===== src/rtl/doppler_pkg.sv =====
// Shared definitions for the Doppler velocity estimator.
// Contents: FSM state encoding, Q1.15 fraction-bit count, and the
// 16-bit signed saturation bounds used by the velocity scaler.
package doppler_pkg;

  typedef enum logic [1:0] {
    ST_ACCUM = 2'd0,
    ST_SCALE = 2'd1,
    ST_HOLD  = 2'd2
  } state_e;

  localparam int FRAC_BITS = 15;

  localparam logic signed [15:0] VEL_MAX = 16'sh7FFF;
  localparam logic signed [15:0] VEL_MIN = 16'sh8000;

endpackage


===== src/rtl/velocity_scaler.sv =====
// Combinational phase-to-velocity conversion.
// Multiplies a 16-bit signed mean by the Q1.15 factor VEL_SCALE, drops the
// fraction bits with an arithmetic shift (floor), and saturates to 16 bits.
// Ports:
//   mean     in  16  signed averaged phase difference
//   velocity out 16  signed scaled, saturated velocity
module velocity_scaler
  import doppler_pkg::*;
#(
  parameter int VEL_SCALE = 16384
) (
  input  logic signed [15:0] mean,
  output logic signed [15:0] velocity
);

  localparam logic signed [15:0] SCALE_C = 16'(VEL_SCALE);

  logic signed [31:0] product;
  logic signed [31:0] shifted;

  // Both operands are signed and 16 bits, so the full product fits in 32 bits.
  assign product = mean * SCALE_C;
  assign shifted = product >>> FRAC_BITS;

  // Only -32768 * -32768 can exceed the positive bound; the negative check
  // is kept so the block stays correct for any factor.
  always_comb begin
    velocity = shifted[15:0];
    if (shifted > 32'(VEL_MAX)) begin
      velocity = VEL_MAX;
    end else if (shifted < 32'(VEL_MIN)) begin
      velocity = VEL_MIN;
    end
  end

endmodule


===== src/rtl/doppler_velocity_estimator.sv =====
// Doppler velocity estimator.
// Averages 2^AVG_LOG2 phase-difference samples, scales the mean to a
// velocity, and holds the result until downstream accepts it. Samples that
// arrive while a result is pending are counted as drops. A partial window
// that sees GAP_MAX idle cycles in a row is discarded.
// Ports:
//   clk          in   1  clock, rising edge
//   reset_n      in   1  asynchronous active-low reset
//   phase_diff   in  16  signed phase difference sample
//   diff_valid   in   1  phase_diff valid (no back-pressure upstream)
//   velocity     out 16  signed averaged, scaled velocity
//   vel_valid    out  1  velocity valid, held until accepted
//   vel_ready    in   1  downstream accept
//   window_abort out  1  one-cycle pulse when a partial window is dropped
//   drop_count   out  8  samples dropped while not accumulating (saturating)
module doppler_velocity_estimator
  import doppler_pkg::*;
#(
  parameter int AVG_LOG2  = 3,
  parameter int VEL_SCALE = 16384,
  parameter int GAP_MAX   = 64
) (
  input  logic               clk,
  input  logic               reset_n,
  input  logic signed [15:0] phase_diff,
  input  logic               diff_valid,
  output logic signed [15:0] velocity,
  output logic               vel_valid,
  input  logic               vel_ready,
  output logic               window_abort,
  output logic [7:0]         drop_count
);

  localparam int ACC_W = 16 + AVG_LOG2;
  localparam int CNT_W = AVG_LOG2 + 1;
  localparam int GAP_W = $clog2(GAP_MAX + 1);

  localparam logic [CNT_W-1:0] LAST_SAMPLE = CNT_W'((1 << AVG_LOG2) - 1);
  localparam logic [GAP_W-1:0] GAP_LAST    = GAP_W'(GAP_MAX - 1);

  state_e                    state_q;
  logic signed [ACC_W-1:0]   acc_q;
  logic        [CNT_W-1:0]   cnt_q;
  logic        [GAP_W-1:0]   gap_q;
  logic signed [15:0]        velocity_q;
  logic                      vel_valid_q;
  logic                      window_abort_q;
  logic        [7:0]         drop_q;

  logic signed [ACC_W-1:0]   sample_ext;
  logic signed [15:0]        mean;
  logic signed [15:0]        scaled;

  assign sample_ext = {{AVG_LOG2{phase_diff[15]}}, phase_diff};

  // Taking the upper 16 bits of the accumulator is the arithmetic right
  // shift by AVG_LOG2 (floor); the sum of N samples divided by N always
  // fits in 16 bits, so no bits are lost.
  assign mean = acc_q[AVG_LOG2 +: 16];

  velocity_scaler #(
    .VEL_SCALE (VEL_SCALE)
  ) u_scaler (
    .mean     (mean),
    .velocity (scaled)
  );

  // NOTE: every register here uses non-blocking assignment so all state
  // updates see the pre-edge values, independent of statement order.
  always_ff @(posedge clk or negedge reset_n) begin
    // NOTE: the design holds no memories, so every state bit is cleared by
    // reset; a pending window or result never survives a reset.
    if (!reset_n) begin
      state_q        <= ST_ACCUM;
      acc_q          <= '0;
      cnt_q          <= '0;
      gap_q          <= '0;
      velocity_q     <= '0;
      vel_valid_q    <= 1'b0;
      window_abort_q <= 1'b0;
      drop_q         <= '0;
    end else begin
      window_abort_q <= 1'b0;

      case (state_q)
        ST_ACCUM: begin
          if (diff_valid) begin
            // A sample on the gap-limit cycle lands here and wins over abort.
            acc_q <= acc_q + sample_ext;
            cnt_q <= cnt_q + 1'b1;
            gap_q <= '0;
            if (cnt_q == LAST_SAMPLE) begin
              state_q <= ST_SCALE;
            end
          end else if (cnt_q != '0) begin
            if (gap_q == GAP_LAST) begin
              acc_q          <= '0;
              cnt_q          <= '0;
              gap_q          <= '0;
              window_abort_q <= 1'b1;
            end else begin
              gap_q <= gap_q + 1'b1;
            end
          end
        end

        ST_SCALE: begin
          velocity_q  <= scaled;
          vel_valid_q <= 1'b1;
          state_q     <= ST_HOLD;
        end

        ST_HOLD: begin
          // vel_valid is always high in HOLD, so vel_ready alone completes
          // the handshake.
          if (vel_ready) begin
            vel_valid_q <= 1'b0;
            acc_q       <= '0;
            cnt_q       <= '0;
            gap_q       <= '0;
            state_q     <= ST_ACCUM;
          end
        end

        default: state_q <= ST_ACCUM;
      endcase

      if ((state_q != ST_ACCUM) && diff_valid && (drop_q != 8'hFF)) begin
        drop_q <= drop_q + 1'b1;
      end
    end
  end

  assign velocity     = velocity_q;
  assign vel_valid    = vel_valid_q;
  assign window_abort = window_abort_q;
  assign drop_count   = drop_q;

endmodule


===== config.mk =====
export PLATFORM = sky130hd
export DESIGN_NAME = doppler_velocity_estimator
export DESIGN_NICKNAME = d
export VERILOG_FILES = /design/src/rtl/doppler_pkg.sv /design/src/rtl/velocity_scaler.sv /design/src/rtl/doppler_velocity_estimator.sv
export SDC_FILE = /design/constraint.sdc
export NUM_CORES = 1
export LEC_CHECK = 0
export BUFFER_PORTS_ARGS = -buffer_cell sky130_fd_sc_hd__buf_2
export CAP_MARGIN = 30
export CELL_PAD_IN_SITES_DETAIL_PLACEMENT = 1
export CELL_PAD_IN_SITES_GLOBAL_PLACEMENT = 1
export CORE_ASPECT_RATIO = 0.75
export CORE_MARGIN = 8
export CORE_UTILIZATION = 44
export DETAILED_ROUTE_END_ITERATION = 7
export MAX_ROUTING_LAYER = met4
export PLACE_DENSITY = 0.91
export SLEW_MARGIN = 20
export SYNTH_ARGS = -nofsm -noshare
export SYNTH_HDL_FRONTEND = slang
export SYNTH_SLANG_ARGS = --single-unit

===== constraint.sdc =====
create_clock -name clk -period 3.28 [get_ports clk]
set_input_delay 0.656 -clock clk [delete_from_list [all_inputs] [get_ports clk]]
set_output_delay 0.656 -clock clk [all_outputs]
set_load 0.005 [all_outputs]

After elaboration in Yosys (flattened, before gate mapping)
Cells that the tools add are included.

Output and inout bits: 26. Input bits: 20. Logic and storage cells: 62. Flip-flop bits (word level): 58.

Magnitude comparators: 2. Equal/unequal tests: 10. Add/subtract/negate cells: 4. Mux-type cells: 27. Reduce and logical (&&, ||, !) cells: 11.

Operators with widths (count): 19-bit 2-to-1 mux (4); 19-bit case mux with 2 select lines (1); 16-bit 2-to-1 mux (2); 7-bit 2-to-1 mux (4); 19-bit by 16-bit adder with 19-bit output (1); 15-bit by 16-bit greater-than comparator with 1-bit output, second input constant (1); 15-bit by 16-bit < comparator with 1-bit output, second input constant (1); 4-bit 2-to-1 mux (4); 7-bit case mux with 2 select lines (1); 8-bit by 1-bit adder with 8-bit output, second input constant (1); 8-bit inequality test, second input constant (1); 4-bit case mux with 2 select lines (1); 7-bit by 1-bit adder with 7-bit output, second input constant (1); 7-bit by 6-bit == test with 1-bit output, second input constant (1); 2-bit 2-to-1 mux (3); 2-bit inequality test, second input constant (3); 3-bit inequality test, second input constant (2); 2-bit case mux with 3 select lines (1); 3-bit AND reduction (2); 2-bit nonzero test (3); 1-bit 2-to-1 mux (5); 4-bit by 1-bit adder with 4-bit output, second input constant (1); 4-bit by 3-bit == test with 1-bit output, second input constant (1); 4-bit AND reduction (1); other kinds (7) (8).

Longest topological paths before layout
Gate-level depths: netlist of run 1.

Depth in word-level cells: 5. Gate-level depth with buffers: 9. Depth with buffers taken out: 9.

By module
Synthesis of run 1 repeated with hierarchy kept, for this count alone.

Cells, all modules: 334. Area total of the unflattened synthesis: 3387.0 µm².

Modules (own cells, without submodules): doppler_velocity_estimator (cells an instance 318, area each 3270.6 µm², instances 1, sequential area each 1451.4 µm²); velocity_scaler (cells an instance 16, area each 116.4 µm², instances 1, sequential area each 0.0 µm²).

Least setup slack after synthesis of run 1
OpenSTA, ideal clock, no wires.

Path type: input-to-reg. Start point: input phase_diff[0]. End point: register acc_q[18]. Path slack: 0.683 ns. Data required time: 3.156 ns. Buffers on the path: 0. Data arrival time: 2.473 ns. Stages on the path: 9. Library setup time: 0.124 ns. Cell sequence: ha_1 -> fa_1 -> a21o_1 -> o2bb2ai_1 -> a211oi_1 -> o31ai_1 -> xnor2_1 -> nor3_1 -> o21bai_1.

Longest elaborated chain between the ends: 3.

Ends and longest elaborated chain: start: declaration (RTL line doppler_velocity_estimator.sv:25) `input logic signed [15:0] phase_diff,`; 19-bit by 16-bit adder with 19-bit output (RTL line doppler_velocity_estimator.sv:89) `acc_q <= acc_q + sample_ext;`; 19-bit 2-to-1 mux (RTL line doppler_velocity_estimator.sv:87) `if (diff_valid) begin`; 19-bit case mux with 2 select lines (RTL line doppler_velocity_estimator.sv:85) `case (state_q)`; end signal: assignment (RTL line doppler_velocity_estimator.sv:89); end: declaration (RTL line doppler_velocity_estimator.sv:42) `logic signed [ACC_W-1:0] acc_q;`.

No other way between the ends. A chain may end at the register's enable or synchronous reset.

Final worst setup path of run 1
Start point: register gap_q[0]. End point: register cnt_q[2].

Longest elaborated chain between the ends: 3.

Ends and longest elaborated chain: start: declaration (RTL line doppler_velocity_estimator.sv:44) `logic [GAP_W-1:0] gap_q;`; start signal: assignment (RTL line doppler_velocity_estimator.sv:102) `gap_q <= gap_q + 1'b1;`; 7-bit by 6-bit == test with 1-bit output (RTL line doppler_velocity_estimator.sv:96) `if (gap_q == GAP_LAST) begin`; 3-bit inequality test (no line); 4-bit AND reduction (no line); end signal: assignment (RTL line doppler_velocity_estimator.sv:90) `cnt_q <= cnt_q + 1'b1;`; end: declaration (RTL line doppler_velocity_estimator.sv:43) `logic [CNT_W-1:0] cnt_q;`.

No other way between the ends.

==> results of run 1 <==
registers in the layout, summed over array words and instances (netlist names):
register / cells
window_abort: 1
vel_valid: 1
cnt_q: 4
velocity: 16
state_q: 2
drop_count: 8
acc_q: 19
gap_q: 7
critical path: stages (launching register included):
cell	delay, ns
dfrtp_1	0.39
ha_1	0.25
nand2_1	0.07
or4b_4	0.56
o21ai_2	0.16
nand2_2	0.32
or3b_1	0.46
o21ai_1	0.09
a32o_1	0.18
area by class of cell:
class	instances	area [um2]	area share [%]
clock buffer	11	151.4	4.051
timing repair buffer	47	240.2	6.428
sequential	58	1451	38.83
multi-input combinational	251	1687	45.13
tap	101	126.4	3.381
inverter	7	26.28	0.7030
clock inverter	5	52.55	1.406
antenna	1	2.502	0.06696
synthesized netlist by cell type (3+ instances only):
master	instances
mux2_2	15
nor2_1	14
ha_1	22
clkbuf_1	9
nand2b_1	4
a211oi_1	3
xnor2_1	14
a21o_1	6
nor3_1	3
o21ai_0	33
a21oi_1	16
and3_1	8
dfrtp_1	58
a22o_1	3
nand2_1	50
nand3_1	10
xor2_1	12
inv_1	7
a31oi_1	7
where the power goes:
group / switching, mW / total [mW] / internal (mW)
Clock: 0.300 / 0.688 / 0.388
Combinational: 0.813 / 1.48 / 0.664
Sequential: 0.207 / 1.19 / 0.985
Total: 1.32 / 3.36 / 2.04
how the worst min path moves through the flow:
| stage | start | end | slack, ns | cells past startpoint |
|---|---|---|---|---|
| 2_1_floorplan | reset_n | acc_q[0]$_DFFE_PN0P_ | 0.36 | 0 |
| 3_3_place_gp | velocity[14]$_DFFE_PN0P_ | velocity[14]$_DFFE_PN0P_ | 0.46 | 2 |
| 3_5_place_dp | velocity[14]$_DFFE_PN0P_ | velocity[14]$_DFFE_PN0P_ | 0.47 | 2 |
| 4_1_cts | reset_n | drop_count[5]$_DFFE_PN0P_ | 0.47 | 2 |
| 5_1_grt | velocity[14]$_DFFE_PN0P_ | velocity[14]$_DFFE_PN0P_ | 0.49 | 2 |
| 6_report | reset_n | velocity[6]$_DFFE_PN0P_ | 0.46 | 2 |
metrics by stage:
stage,instances,setup WS [ns],util [%],hold slack (ns)
after global placement,464,0.4665,49.07,0.4579
after floorplan,326,0.6828,-,0.3604
after detailed placement,464,0.4519,49.07,0.4659
after global routing,481,0.5776,51.94,0.4929
after CTS,480,0.7183,51.90,0.4743
final,481,0.7208,51.94,0.4556
layer usage:
metal | track usage [%] | part of all wire (%)
met4 | 6.961 | 1.8
met5 | - | 0
met2 | 23.94 | 45
met1 | 21.43 | 49
met3 | 5.010 | 4.4
cells in the final DEF (no fill, tap or decap), types with 2 or more instances in the layout:
| cell type | Yosys | layout |
|---|---|---|
| clkinv_2 | 0 | 3 |
| clkbuf_8 | 0 | 11 |
| a22o_1 | 3 | 3 |
| nand2b_1 | 4 | 4 |
| nand4_1 | 2 | 2 |
| ha_1 | 22 | 22 |
| nand2_1 | 50 | 50 |
| buf_2 | 0 | 45 |
| a21oi_1 | 16 | 16 |
| buf_4 | 0 | 2 |
| a31oi_1 | 7 | 7 |
| nor2_1 | 14 | 14 |
| and2_1 | 2 | 2 |
| a211oi_1 | 3 | 3 |
| xor2_1 | 12 | 12 |
| dfrtp_1 | 58 | 58 |
| nand3_1 | 10 | 10 |
| nor3_1 | 3 | 3 |
| o21ai_0 | 33 | 33 |
| inv_1 | 7 | 7 |
| mux2_2 | 15 | 15 |
| and3_1 | 8 | 8 |
| a32o_1 | 2 | 2 |
| a21boi_0 | 2 | 2 |
| o31ai_1 | 2 | 2 |
| o211ai_1 | 2 | 2 |
| a21o_1 | 6 | 6 |
| xnor2_1 | 14 | 14 |
kinds of logic (layout without fill, tap and decap cells):
kind of cell    count (synthesis)  count (layout)  share of synthesized area, %
fa+ha+maj                      23              23                         9.222
buf+inv                        17              70                         1.993
mux                            15              15                         5.275
xor+xnor                       26              26                         7.112
simple gates                  104             104                         15.36
other cells                     0               1                             0
compound gates                 83              83                         15.71
flops                          58              58                         45.33
==> results.sh, run 1 <==
export IMPL_die_x_um=114.5
export IMPL_gp_congestion=0.8383
export IMPL_grt_use_total_pct=16.72
export IMPL_status="finished, final reports clean"
export IMPL_layout_drive_gt1_share_pct=21.37
export IMPL_synth_cell_types=45
export IMPL_yosys_warnings=0
export IMPL_crit_path_end="cnt_q[2]$_DFFE_PN0P_"
export IMPL_cts_resized=0
export IMPL_rows=27
export IMPL_nNetsFinal=417
export IMPL_antenna_found_initial=1
export IMPL_rsz0062_at_grt="false"
export IMPL_synth_ff_type="dfrtp_1"
export IMPL_setup_viol_count_final=0
export IMPL_cp_required_ns=3.57
export IMPL_initial_core_util_pct=44.50
export IMPL_ys_top_cells_by_area="dfrtp_1, ha_1, nand2_1"
export IMPL_finalCriticalPeriod_ns=2.559
export IMPL_slew_headroom_pct=39.14
export IMPL_crit_arrival_ns=2.85
export IMPL_finalPower_mw=3.357
export IMPL_synth_edf_count=0
export IMPL_drt_wirelength_per_cell_um=16.41
export IMPL_place_area_mm2=0.003531
export IMPL_grt_pass1_vias=2725
export IMPL_drc=0
export IMPL_ff2ff_setup_slack_ns=0.72
export IMPL_crit_path_end_kind="flip-flop"
export IMPL_cts_root_buf="clkbuf_8"
export IMPL_first_pass_iters=5
export IMPL_rr_worst_depth=8
export IMPL_p_per_area_mw_per_mm2=898.3
export IMPL_drv_slew=0
export IMPL_fmax_mhz=390.7
export IMPL_setup_tns_ns=0
export IMPL_io_pins=46
export IMPL_fin_area_mm2=0.003737
export IMPL_area_delta_synth_final_pct=16.73
export IMPL_fill_cells=847
export IMPL_overflow=0
export IMPL_postCtsHoldBufs=0
export IMPL_clock_path_buffers=2
export IMPL_htree_levels=3
export IMPL_max_cap_violations=0
export IMPL_tightest_slew_ns=0.9129
export IMPL_clock_skew_ns=0.006235
export IMPL_ant_nets=0
export IMPL_grt_max_degree=59
export IMPL_cts_tree="done"
export IMPL_synth_top_area_share_pct=45.33
export IMPL_netlist_area_mm2=0.003202
export IMPL_crit_path_start="gap_q[0]$_DFFE_PN0P_"
export IMPL_leakagePower_nw=1.820
export IMPL_avgSynthCellArea_um2=9.822
export IMPL_cts_buffers=9
export IMPL_crit_type="reg -> reg"
export IMPL_grt_first_pass_wirelength_mm=13.51
export IMPL_period_share_pct=78.02
export IMPL_r2r_start="gap_q[0]$_DFFE_PN0P_"
export IMPL_wirelength_mm=7.891
export IMPL_clk_latency_ns=0.35
export IMPL_die_y_um=89.88
export IMPL_syn_inst=326
export IMPL_cts_sinks=58
export IMPL_synth_nets=369
export IMPL_clk_pin_slew_worst_paths_ns=0.07
export IMPL_io_buffers=45
export IMPL_synth_seq_area_share_pct=45.33
export IMPL_synth_async_reset_ratio_pct=100.0
export IMPL_dr_first_iter_drc_count=101
export IMPL_via_count=2608
export IMPL_dpl_hpwl_mm=5.773
export IMPL_viasPerCell=5.422
export IMPL_start_kind="flip-flop"
export IMPL_yosysTopAreaCell="dfrtp_1"
export IMPL_ys_ff_latch=58
export IMPL_cts_setup_buffers=0
export IMPL_critPathMaxFanout=24
export IMPL_hold_viol=0
export IMPL_peakVddDrop_mv=0.3023
export IMPL_dieArea_mm2=0.01029
export IMPL_reg2reg_to="cnt_q[2]$_DFFE_PN0P_"
export IMPL_coreArea_mm2=0.007196
export IMPL_hold_path_class="in -> async"
Note: power is estimated with default switching activity, not from simulation.
==> run 2: changes to the inputs <==
Clock period 3.28 ns to 2.65 ns, I/O delays scaled along.
==> results.sh, run 2 (synthesis results as in run 1) <==
export IMPL_clk_latency_ns=0.35
export IMPL_ant_nets=0
export IMPL_first_pass_iters=4
export IMPL_slew_headroom_pct=54.62
export IMPL_fin_area_mm2=0.003779
export IMPL_coreArea_mm2=0.007196
export IMPL_p_per_area_mw_per_mm2=1113
export IMPL_critPathMaxFanout=2
export IMPL_regMostFlops="acc_q"
export IMPL_initial_core_util_pct=44.50
export IMPL_drv_slew=0
export IMPL_crit_type="reg -> reg"
export IMPL_dp_cells=470
export IMPL_wirelength_mm=8.371
export IMPL_fin_util_pct=52.51
export IMPL_max_stage_delay_ns=0.40
export IMPL_fmax_mhz=416.7
export IMPL_peakVddDrop_mv=0.4574
export IMPL_dpl_hpwl_mm=6.099
export IMPL_cts_sinks=58
export IMPL_overflow=0
export IMPL_drc=0
export IMPL_place_area_mm2=0.003576
export IMPL_tightest_slew_ns=0.6790
export IMPL_clock_skew_ns=0.008315
export IMPL_crit_path_end_kind="flip-flop"
export IMPL_cts_buffers=9
export IMPL_crit_chain="ha_1 -> fa_1 -> a21o_1 -> o2bb2ai_1 -> nor2_1 -> o21ai_0 -> a211oi_1 -> xor2_1 -> o21ai_0"
export IMPL_whs_ns=0.1421
export IMPL_largest_reg_flops=19
export IMPL_via_count=2697
export IMPL_die_x_um=114.5
export IMPL_setup_viol_count_final=0
export IMPL_fill_cells=833
export IMPL_slowest_stage="fa_1"
export IMPL_area_delta_synth_final_pct=18.01
export IMPL_cpLargestDelayFamily="compound AO/OA/AOI/OAI gates"
export IMPL_layout_drive_gt1_share_pct=22.08
export IMPL_cpMostUsedCell="o21ai_0"
export IMPL_finalPower_mw=4.206
export IMPL_max_cap_violations=0
export IMPL_finalCriticalPeriod_ns=2.400
export IMPL_rows=27
export IMPL_crit_arrival_ns=2.59
export IMPL_io_pins=46
export IMPL_dieArea_mm2=0.01029
export IMPL_grt_first_pass_wirelength_mm=14.32
export IMPL_start_kind="flip-flop"
export IMPL_htree_levels=3
export IMPL_stdcell_count=486
export IMPL_viasPerCell=5.549
export IMPL_finalWorstSetupSlack_ns=0.2501
export IMPL_setup_tns_ns=0
export IMPL_cp_required_ns=2.84
export IMPL_grt_max_degree=24
export IMPL_final_common_cell="dfrtp_1"
export IMPL_cts_tree="done"
export IMPL_final_cell_mix="dfrtp_1, nand2_1, buf_2"
export IMPL_cts_root_buf="clkbuf_8"
export IMPL_drt_wirelength_per_cell_um=17.22
export IMPL_gp_congestion=0.8439
export IMPL_grt_use_total_pct=17.94
export IMPL_place_ws_ns=-0.08758
export IMPL_grt_pass1_vias=2865
export IMPL_clk_pin_slew_worst_paths_ns=0.06
export IMPL_io_buffers=45
export IMPL_rsz0062_at_grt="false"
export IMPL_dr_first_iter_drc_count=124
export IMPL_clock_path_buffers=2
export IMPL_n_antenna_cell=0
export IMPL_die_y_um=89.88
export IMPL_status="finished, final reports clean"
export IMPL_hold_path_class="in -> async"
export IMPL_period_share_pct=90.56
export IMPL_critPathBufInv=0
export IMPL_antenna_found_initial=0
export IMPL_nNetsFinal=423
export IMPL_leakagePower_nw=1.844
export IMPL_hold_viol=0
==> run 2: cell types whose count changed in the layout (fill, tap and decap cells not counted), sizes merged <==
cell | before | now
diode | 1 | 0
clkinvlp | 1 | 0
clkbuf | 11 | 14
buf | 47 | 53
clkinv | 3 | 1
==> run 2: path summary, 6_finish.rpt <==
kind | start | end | slack (ns) | depth (start not counted)
min | reset_n | drop_count[5]$_DFFE_PN0P_ | 0.14 | 1
max reg2reg | acc_q[0]$_DFFE_PN0P_ | acc_q[16]$_DFFE_PN0P_ | 0.25 | 9
min in group clk | velocity[14]$_DFFE_PN0P_ | velocity[14]$_DFFE_PN0P_ | 0.48 | 2
min reg2reg | velocity[14]$_DFFE_PN0P_ | velocity[14]$_DFFE_PN0P_ | 0.48 | 2
max in group asynchronous | reset_n | velocity[10]$_DFFE_PN0P_ | 1.85 | 2
max | acc_q[0]$_DFFE_PN0P_ | acc_q[16]$_DFFE_PN0P_ | 0.25 | 9
==> run 2: what timing repair did <==
action / CTS / global route
resized for setup: 0 / 1
setup endpoints to repair: 0 / 2
buffers inserted: 0 / 0
hold buffers: 0 / 0
==> run 2: layer usage <==
metal / track usage (%) / vias up / share of wire, % / routed length, um
met2: 26.43 / 65 / 47 / 3909
met1: 22.30 / 1343 / 47 / 3906
met5: - / - / 0 / 0
met4: 7.072 / 0 / 1.7 / 145
met3: 5.745 / 16 / 4.9 / 410
li1: - / 1273 / - / -
==> run 2: layout make-up <==
| class | instances | area, um2 | share of cell area, % |
|---|---|---|---|
| clock inverters | 2 | 35.03 | 0.9272 |
| clock buffers | 14 | 162.7 | 4.305 |
| inverters | 7 | 26.28 | 0.6954 |
| well taps | 101 | 126.4 | 3.344 |
| multi-input cells | 251 | 1692 | 44.77 |
| repair buffers | 53 | 285.3 | 7.550 |
| flip-flops and latches | 58 | 1451 | 38.41 |
==> run 2: worst register-to-register path: cells and delay by family (launching register included) <==
| family | cells | cell delay (ns) |
|---|---|---|
| AO/OA/AOI/OAI | 5 | 0.90 |
| AND/OR/NAND/NOR | 1 | 0.17 |
| adder cells (fa/ha/maj) | 2 | 0.61 |
| XOR/XNOR | 1 | 0.17 |
| flip-flops | 1 | 0.39 |
==> run 2: power by group <==
| part | leakage (nW) | total, mW | internal (mW) | switching (mW) |
|---|---|---|---|---|
| registers | 0.755 | 1.48 | 1.22 | 0.261 |
| logic | 0.989 | 1.89 | 0.850 | 1.04 |
| clock network | 0.101 | 0.835 | 0.485 | 0.350 |
| total | 1.84 | 4.21 | 2.56 | 1.65 |
